$ cat src/rtl/rv32i_pkg.sv
// rv32i_pkg: shared definitions for the multi-cycle RV32I control unit.
//   - base opcode constants (inst[6:0])
//   - FSM state encoding (3 bits, mirrored on mcycle_ctrl.state_o)
//   - immediate-select encoding driven to the immediate generator
//   - instruction class produced by ctrl_decode
package rv32i_pkg;

  localparam logic [6:0] OPC_LOAD   = 7'b0000011;
  localparam logic [6:0] OPC_OP_IMM = 7'b0010011;
  localparam logic [6:0] OPC_AUIPC  = 7'b0010111;
  localparam logic [6:0] OPC_STORE  = 7'b0100011;
  localparam logic [6:0] OPC_OP     = 7'b0110011;
  localparam logic [6:0] OPC_LUI    = 7'b0110111;
  localparam logic [6:0] OPC_BRANCH = 7'b1100011;
  localparam logic [6:0] OPC_JALR   = 7'b1100111;
  localparam logic [6:0] OPC_JAL    = 7'b1101111;
  localparam logic [6:0] OPC_SYSTEM = 7'b1110011;

  localparam logic [31:0] INST_NOP = 32'h0000_0013;

  typedef enum logic [2:0] {
    ST_FETCH  = 3'd0,
    ST_WAIT_I = 3'd1,
    ST_DECODE = 3'd2,
    ST_EXEC   = 3'd3,
    ST_MEM    = 3'd4,
    ST_WB     = 3'd5,
    ST_TRAP   = 3'd6
  } state_e;

  typedef enum logic [2:0] {
    IMM_I   = 3'd0,
    IMM_S   = 3'd1,
    IMM_SB  = 3'd2,
    IMM_U   = 3'd3,
    IMM_UJ  = 3'd4,
    IMM_CSR = 3'd5
  } imm_sel_e;

  typedef enum logic [2:0] {
    CL_ALU     = 3'd0,
    CL_LOAD    = 3'd1,
    CL_STORE   = 3'd2,
    CL_BRANCH  = 3'd3,
    CL_JUMP    = 3'd4,
    CL_CSR     = 3'd5,
    CL_ILLEGAL = 3'd6
  } iclass_e;

endpackage

$ cat src/rtl/ctrl_decode.sv
// ctrl_decode: combinational opcode decoder for mcycle_ctrl.
// Build option: RV32I_CSR_EN -- when defined, SYSTEM with funct3!=0 decodes
// as a CSR access; otherwise every SYSTEM opcode is illegal.
// Ports:
//   opcode  in  7  inst[6:0]
//   funct3  in  3  inst[14:12]
//   iclass  out    instruction class steering the FSM
//   imm_sel out    immediate format for the immediate generator
module ctrl_decode
  import rv32i_pkg::*;
(
  input  logic [6:0] opcode,
  input  logic [2:0] funct3,
  output iclass_e    iclass,
  output imm_sel_e   imm_sel
);

`ifndef RV32I_CSR_EN
  logic funct3_unused;
  assign funct3_unused = ^funct3;
`endif

  always_comb begin
    iclass  = CL_ILLEGAL;
    imm_sel = IMM_I;
    // Compressed encodings (inst[1:0] != 2'b11) are not supported.
    if (opcode[1:0] == 2'b11) begin
      case (opcode)
        OPC_LOAD:   begin iclass = CL_LOAD;   imm_sel = IMM_I;  end
        OPC_STORE:  begin iclass = CL_STORE;  imm_sel = IMM_S;  end
        OPC_BRANCH: begin iclass = CL_BRANCH; imm_sel = IMM_SB; end
        OPC_OP_IMM: begin iclass = CL_ALU;    imm_sel = IMM_I;  end
        OPC_OP:     begin iclass = CL_ALU;    imm_sel = IMM_I;  end
        OPC_LUI,
        OPC_AUIPC:  begin iclass = CL_ALU;    imm_sel = IMM_U;  end
        OPC_JAL:    begin iclass = CL_JUMP;   imm_sel = IMM_UJ; end
        OPC_JALR:   begin iclass = CL_JUMP;   imm_sel = IMM_I;  end
`ifdef RV32I_CSR_EN
        OPC_SYSTEM: begin
          if (funct3 != 3'b000) begin
            iclass  = CL_CSR;
            imm_sel = IMM_CSR;
          end
        end
`endif
        default: ;
      endcase
    end
  end

endmodule

$ cat src/rtl/mcycle_ctrl.sv
// mcycle_ctrl: multi-cycle RV32I control FSM with PC register and
// instruction latch. Build option RV32I_CSR_EN (see ctrl_decode).
// Ports:
//   clk, rst                       clock, synchronous active-high reset
//   imem_req/imem_addr             fetch request, address = pc_o
//   imem_valid/imem_rdata          fetch response
//   dmem_req/dmem_we/dmem_ready    data access handshake
//   inst_o                         latched instruction
//   imm_sel                        immediate select (holds outside DECODE..WB)
//   br_taken, tgt_i                branch outcome / jump-branch target
//   pc_o, rf_we, trap, state_o     PC, register write pulse, trap flag, state
//
// state   | meaning
// FETCH   | issue imem request for pc_o, arm wait timer
// WAIT_I  | hold request until imem_valid, latch instruction
// DECODE  | classify opcode, drive imm_sel; illegal -> TRAP
// EXEC    | route to MEM / WB, or resolve branch and refetch
// MEM     | hold dmem request until dmem_ready
// WB      | one-cycle register-file write, then refetch
// TRAP    | sticky fault; only rst leaves
module mcycle_ctrl
  import rv32i_pkg::*;
#(
  parameter logic [31:0] RESET_PC = 32'h0000_0000,
  parameter int unsigned MAX_WAIT = 15
) (
  input  logic        clk,
  input  logic        rst,
  output logic        imem_req,
  output logic [31:0] imem_addr,
  input  logic        imem_valid,
  input  logic [31:0] imem_rdata,
  output logic        dmem_req,
  output logic        dmem_we,
  input  logic        dmem_ready,
  output logic [31:0] inst_o,
  output logic [2:0]  imm_sel,
  input  logic        br_taken,
  input  logic [31:0] tgt_i,
  output logic [31:0] pc_o,
  output logic        rf_we,
  output logic        trap,
  output logic [2:0]  state_o
);

  localparam int unsigned WW = (MAX_WAIT > 1) ? $clog2(MAX_WAIT) : 1;

  state_e         state, state_n;
  iclass_e        dec_class;
  imm_sel_e       dec_imm, imm_q;
  logic [WW-1:0]  wait_cnt;
  logic [31:0]    new_pc;
  logic           take_tgt, leave, pc_load;

  ctrl_decode u_decode (
    .opcode  (inst_o[6:0]),
    .funct3  (inst_o[14:12]),
    .iclass  (dec_class),
    .imm_sel (dec_imm)
  );

  assign take_tgt  = (dec_class == CL_JUMP) || ((dec_class == CL_BRANCH) && br_taken);
  assign new_pc    = take_tgt ? tgt_i : (pc_o + 32'd4);
  assign imem_addr = pc_o;
  assign state_o   = state;
  // Show the fresh decode in DECODE itself; the register keeps it afterwards.
  assign imm_sel   = ((state == ST_DECODE) && (dec_class != CL_ILLEGAL)) ? dec_imm : imm_q;

  always_ff @(posedge clk) begin
    if (rst) begin
      state    <= ST_FETCH;
      pc_o     <= RESET_PC;
      inst_o   <= INST_NOP;
      imm_q    <= IMM_I;
      wait_cnt <= '0;
    end else begin
      state <= state_n;
      if ((state == ST_WAIT_I) && imem_valid)
        inst_o <= imem_rdata;
      if (pc_load)
        pc_o <= new_pc;
      if ((state == ST_DECODE) && (dec_class != CL_ILLEGAL))
        imm_q <= dec_imm;
      // Down-counter armed on entry to each handshake state; zero is terminal.
      if ((state == ST_FETCH) || (state == ST_EXEC))
        wait_cnt <= WW'(MAX_WAIT - 1);
      else if (((state == ST_WAIT_I) || (state == ST_MEM)) && (wait_cnt != '0))
        wait_cnt <= wait_cnt - 1'b1;
    end
  end

  always_comb begin
    state_n  = state;
    imem_req = 1'b0;
    dmem_req = 1'b0;
    dmem_we  = 1'b0;
    rf_we    = 1'b0;
    trap     = 1'b0;
    leave    = 1'b0;
    pc_load  = 1'b0;
    case (state)
      ST_FETCH: begin
        imem_req = 1'b1;
        state_n  = ST_WAIT_I;
      end
      ST_WAIT_I: begin
        imem_req = 1'b1;
        if (imem_valid)
          state_n = ST_DECODE;
        else if (wait_cnt == '0)
          state_n = ST_TRAP;
      end
      ST_DECODE: begin
        state_n = (dec_class == CL_ILLEGAL) ? ST_TRAP : ST_EXEC;
      end
      ST_EXEC: begin
        if ((dec_class == CL_LOAD) || (dec_class == CL_STORE))
          state_n = ST_MEM;
        else if (dec_class == CL_BRANCH)
          leave = 1'b1;
        else
          state_n = ST_WB;
      end
      ST_MEM: begin
        dmem_req = 1'b1;
        dmem_we  = (dec_class == CL_STORE);
        if (dmem_ready) begin
          if (dec_class == CL_LOAD)
            state_n = ST_WB;
          else
            leave = 1'b1;
        end else if (wait_cnt == '0) begin
          state_n = ST_TRAP;
        end
      end
      ST_WB: begin
        rf_we = 1'b1;
        leave = 1'b1;
      end
      ST_TRAP: begin
        trap = 1'b1;
      end
      default: state_n = ST_TRAP;
    endcase
    // A misaligned next PC is a fault: trap and keep the old PC.
    if (leave) begin
      if (new_pc[1:0] != 2'b00) begin
        state_n = ST_TRAP;
      end else begin
        state_n = ST_FETCH;
        pc_load = 1'b1;
      end
    end
  end

endmodule
$ cat config.mk
export PLATFORM = sky130hd
export DESIGN_NAME = mcycle_ctrl
export DESIGN_NICKNAME = d
export VERILOG_FILES = /design/src/rtl/rv32i_pkg.sv /design/src/rtl/ctrl_decode.sv /design/src/rtl/mcycle_ctrl.sv
export SDC_FILE = /design/constraint.sdc
export NUM_CORES = 1
export LEC_CHECK = 0
export BUFFER_PORTS_ARGS = -buffer_cell sky130_fd_sc_hd__buf_4
export CORE_MARGIN = 2
export CORE_UTILIZATION = 52
export CTS_CLUSTER_SIZE = 30
export DETAILED_ROUTE_END_ITERATION = 6
export PLACE_DENSITY = 0.87
export SLEW_MARGIN = 0
export SYNTH_ARGS = -nofsm -noshare
export SYNTH_HDL_FRONTEND = slang
export SYNTH_SLANG_ARGS = --single-unit
$ cat constraint.sdc
create_clock -name clk -period 4.6 [get_ports clk]
set_input_delay 0.92 -clock clk [delete_from_list [all_inputs] [get_ports clk]]
set_output_delay 0.92 -clock clk [all_outputs]
set_load 0.01 [all_outputs]
======== After elaboration in Yosys (flattened, before gate mapping) ========
Index checks and enable logic that the tools add are counted.
cells by class
  $add $sub $neg .......................... 2
  multipliers ............................. 0
  div/mod/pow operators ................... 0
  magnitude comparators ................... 0
  equal/unequal tests ..................... 25
  shift-type cells ........................ 0
  muxes and demuxes ....................... 30
  bitwise operators ....................... 0
  reduce and logical (&&, ||, !) cells .... 20
operators by type and width
  operator                                                count
  two-way mux 3 bit                                       12
  adder 32 x 3 -> 32 bit (second input constant)          1
  two-way mux 32 bit                                      1
  equality test 7 x 6 -> 1 bit (second input constant)    3
  equality test 7 bit (second input constant)             3
  case mux 3 bit (6 select lines)                         1
  equality test 3 bit (second input constant)             5
  case mux 3 bit (5 select lines)                         1
  equality test 7 x 5 -> 1 bit (second input constant)    2
  equality test 3 x 2 -> 1 bit (second input constant)    4
  case mux 3 bit (4 select lines)                         1
  two-way mux 1 bit                                       11
  OR reduction 2 bit                                      5
  two-way mux 4 bit                                       2
  inequality test 4 x 3 -> 1 bit (second input constant)  2
  equality test 7 x 2 -> 1 bit (second input constant)    1
  equality test 3 x 1 -> 1 bit (second input constant)    2
  logical AND 1 bit                                       4
  zero test 4 bit                                         1
  logical OR 1 bit                                        4
  nonzero test 2 bit                                      2
  nonzero test 4 bit                                      1
  OR reduction 4 bit                                      1
  subtractor 4 x 1 -> 4 bit (second input constant)       1
  6 further kinds                                         6
storage, ports and cells
  flip-flop bits (word level) ............. 74
  latch bits .............................. 0
  bits in writable memories ............... 0
  ROM bits ................................ 0
  input port bits ......................... 69
  output and inout port bits .............. 107
  logic and storage cells ................. 83
  memories ................................ 0

======== Longest topological paths before layout ========
  word-level depth ........................ 11
  gate-level depth with buffers ........... 9
  gate-level depth less buffers ........... 7

======== Modules after synthesis ========
Synthesis repeated with hierarchy kept, for this count alone.
unflattened totals
  cells, all modules ...................... 563
  area total of the unflattened synthesis .. 4272.8 sq um
modules (own cells, without submodules)
  module       instances  cells an instance  area each (sq um)  sequential area each (sq um)
  mcycle_ctrl  1          543                4147.7             1481.4
  ctrl_decode  1          20                 125.1              0.0

======== Least setup slack after synthesis ========
OpenSTA, ideal clock, no wires.
  kind .................................... register to output
  start ................................... reg inst_o[2]
  end ..................................... out imm_sel[0]
  data arrival time ....................... 1.567 ns
  data required time ...................... 3.680 ns
  path slack .............................. 2.113 ns
  stages on the path, launching flop included .. 6
  path buffers ............................ 1
  cells stage by stage .................... dfxtp_1 -> buf_2 -> or2_1 -> a221oi_1 -> o211ai_1 -> mux2_2
between the ends
  cells in the longest elaborated chain, start to end .. 7
  elaborated cells between the ends (all ways) .. 19
  classes of those cells .................. 10 x eq/ne; 5 x mux; 4 x reduce/logical
RTL lines
  item                                                                RTL line           RTL
  start: declaration                                                  mcycle_ctrl.sv:36  output logic [31:0] inst_o,
  start signal: assignment                                            mcycle_ctrl.sv:79  inst_o <= imem_rdata;
  equality test 7 x 5 -> 1 bit, or another cell as far along          ctrl_decode.sv:28  case (opcode)
  OR reduction 4 bit (no line) or OR reduction 2 bit (tied branches)  -
  case mux 3 bit (5 select lines)                                     ctrl_decode.sv:28
  two-way mux 3 bit                                                   ctrl_decode.sv:27  if (opcode[1:0] == 2'b11) begin
  inequality test 3 bit                                               mcycle_ctrl.sv:67  assign imm_sel = ((state == ST_DECODE) && (dec_class != CL_ILLEGAL)) ? dec_imm : imm_q;
  logical AND 1 bit                                                   mcycle_ctrl.sv:67
  two-way mux 3 bit *                                                 mcycle_ctrl.sv:67
  end: declaration                                                    mcycle_ctrl.sv:37  output logic [2:0] imm_sel,
Every way passes the cells marked *; elsewhere a longest branch is shown, timed or not.

======== Worst setup path after layout ========
  start ................................... reg inst_o[6]
  end ..................................... out imm_sel[1]
Same word-level chain as after synthesis.

==> metrics.txt <==
CP arrival 2.20 ns; max-slew violation count 0; leading area contributor after synthesis dfxtp_1; Post-DRT Antenna Nets 0; clock buffer depth 2; cells after synthesis 539; number of buffers inserted during clock tree synthesis 9; RSZ-0062 raised after global routing no; relative slew slack 23.8%; Seq/Total Area, Yosys 34.8%; Worst Hold Class reg2reg; GPL Wtd Cong 0.923; kind of critical path reg2out; Multi-input gate area 2310 sq um; H-tree Lvls 3; top-area cell type share of the netlist area 34.8%; Crit. End Element output pin; # Post-CTS Setup Buffers 0; filler instances 656; Post-Place Setup Slack 1.56 ns; post-synth cell types 63; post-layout net count 727; Final Hold Fails 0; first-pass GRT wire length 19.9 mm; Skew-Pair Late Insertion Delay 0.36 ns; # IOs 176; die footprint 8930 sq um; initial antenna violation count 0; asr flop ratio synth 0%; placed wire-length estimate 8.89 mm; Static Leakage 0.00228 uW; xor/xnor cell area share of the yosys netlist 1.03%; share of layout cells above drive strength 1 32.7%; WL per Instance 16.5 um; Vias/cell 6.07; Max FO, Critical Path 10; total grt overflow 0; GRT Total Usage 27.8%; hold_buf cts 0; MaxCap Viol Count 0; Starting Density 54.2%; Mapped Avg Cell Area 7.90 sq um; worst slew pin tran 1.14 ns; Critical Path RT 3.68 ns; core area 7850 sq um; Startpoint Class register; flops & latches, synth 74; Synth Area in Simple Gates 25.5%; CTS tree built; Root Driver clkbuf_8; final worst path period share 67.7%; final hold slack 0.461 ns; Vias 4633; Post-Syn Area 4260 sq um; area grow syn2layout 29.9%; main combinational cell family by area after synthesis compound AO/OA/AOI/OAI gates; Buf+Inv Stages, Crit Path 1; Die H 94.5 um; Top Family by Delay on Critical Path flip-flops; Max Freq 321 MHz; Worst-path clk slew 0.09 ns; number of I/O port buffers 175; die width 94.5 um; number of synthesized flops with an enable pin 0; row count 32; # DRC 0; mux contribution to synthesized area 1.35%; largest stage delay on the critical path 0.57 ns; Power Density 379 nW/um^2; worst setup margin 1.48 ns; Sink Count 74; crit path time final 3.12 ns; ys flop type dfxtp_1; Register Area 1480 sq um; status completed; critical path's slowest cell dfxtp_1; top post-synthesis cells by area dfxtp_1 35%, nand2_1 9.2%, buf_4 6.2%; Clock Skews 0.0129 ns; Routed WL 12.6 mm; vias in the first global route 4167; pin count of the biggest net entering global routing 62; post-synthesis compound-gate area fraction 25.9%; Final Util 70.5%; synth warn 0; drt initial violations 433; Net Count, Synth 610; total iterations of the first detailed-routing run 5; worst-path cell chain nand3b_4 > nor3_1 > o211ai_1 > mux2_2 > buf_4; Antenna diodes 0; setup_tns 0 ns; Max IR drop VDD 403 uV; Synth Area in Adders 0.588%; Setup violations, final 0; CTS resizes 0
cell type report:
| type | count | area share (%) |
|---|---|---|
| clock buffers | 9 | 2.24 |
| inverters | 10 | 0.679 |
| flip-flops and latches | 74 | 26.8 |
| multi-input cells | 382 | 41.8 |
| clock inverters | 7 | 1.83 |
| well taps | 102 | 2.31 |
| repair buffers | 179 | 24.3 |
logic make-up (layout without fill, tap and decap cells):
kind of cell / Yosys count / count (layout)
AO/OA/AOI/OAI: 149 / 149
XOR/XNOR: 5 / 5
adder cells (fa/ha/maj): 2 / 2
buffers and inverters: 83 / 205
flip-flops: 74 / 74
multiplexers: 5 / 5
AND/OR/NAND/NOR: 221 / 221
registers in the layout, indices dropped and copies added (netlist names):
name       flops
imem_addr     32
inst_o        32
wait_cnt       4
imm_q          3
state_o        3
worst paths after layout:
check	start	to	slack, ns	cells past startpoint
setup / recovery	inst_o[6]	imm_sel[1]	1.48	5
hold / removal	inst_o[29]	inst_o[29]	0.46	2
setup reg to reg	inst_o[1]	imem_addr[19]	1.88	6
hold reg to reg	inst_o[29]	inst_o[29]	0.46	2
routing by layer:
layer | track usage, % | vias up | wire [um]
met3 | 8.22 | 34 | 1360
met4 | 9.78 | 0 | 295
met1 | 34.3 | 2149 | 4920
li1 | - | 2184 | -
met2 | 46.2 | 266 | 5990
met5 | 0 | - | 0
worst reg2reg max path, cell delays in order, from the launching register on:
cell     delay [ns]
dfxtp_1        0.48
and4b_1        0.36
o211a_2        0.71
buf_4          0.46
a41oi_1        0.09
o311a_1        0.33
a31o_2         0.21
power breakdown:
group	leakage (uW)	total, uW	internal [uW]	switching (uW)
clock network	0.000106	581	310	270
logic	0.00157	685	299	386
registers	0.000600	829	724	105
synthesized netlist by cell type (all sizes together), types with 8 or more instances:
master,instances
nand4,8
and3,10
nor4,10
inv,9
dfxtp,74
nor3,14
nor2,22
buf,45
a21oi,52
nand2,105
o311ai,9
o31ai,18
and2,8
clkbuf,28
nand3,17
through the flow:
| stage | instance area (sq um) | power [uW] | std cells |
|---|---|---|---|
| final | 5530 | 2090 | 763 |
| after global routing | 5530 | 2220 | 763 |
| after CTS | 5530 | 2100 | 763 |
| after floorplan | 4260 | 1280 | 539 |
| after global placement | 5300 | 1500 | 747 |
| after detailed placement | 5300 | 1530 | 747 |
cells in the final DEF, fill, tap and decap left out, drive strengths merged, types with 4 or more instances in the layout:
master    n
a32oi     5
and4      4
nand2   105
dfxtp    74
inv      11
buf     179
o32ai     7
nor2b     6
o311ai    9
nand3    17
a211oi    6
a21oi    52
a31oi     6
clkbuf    9
nor2     22
o211ai    4
o211a     4
o31ai    18
o311a     5
nand4     8
a31o      6
a311oi    4
and2      8
and3     10
nor4     10
nor3     14
Power figures use the tool's default switching activity.
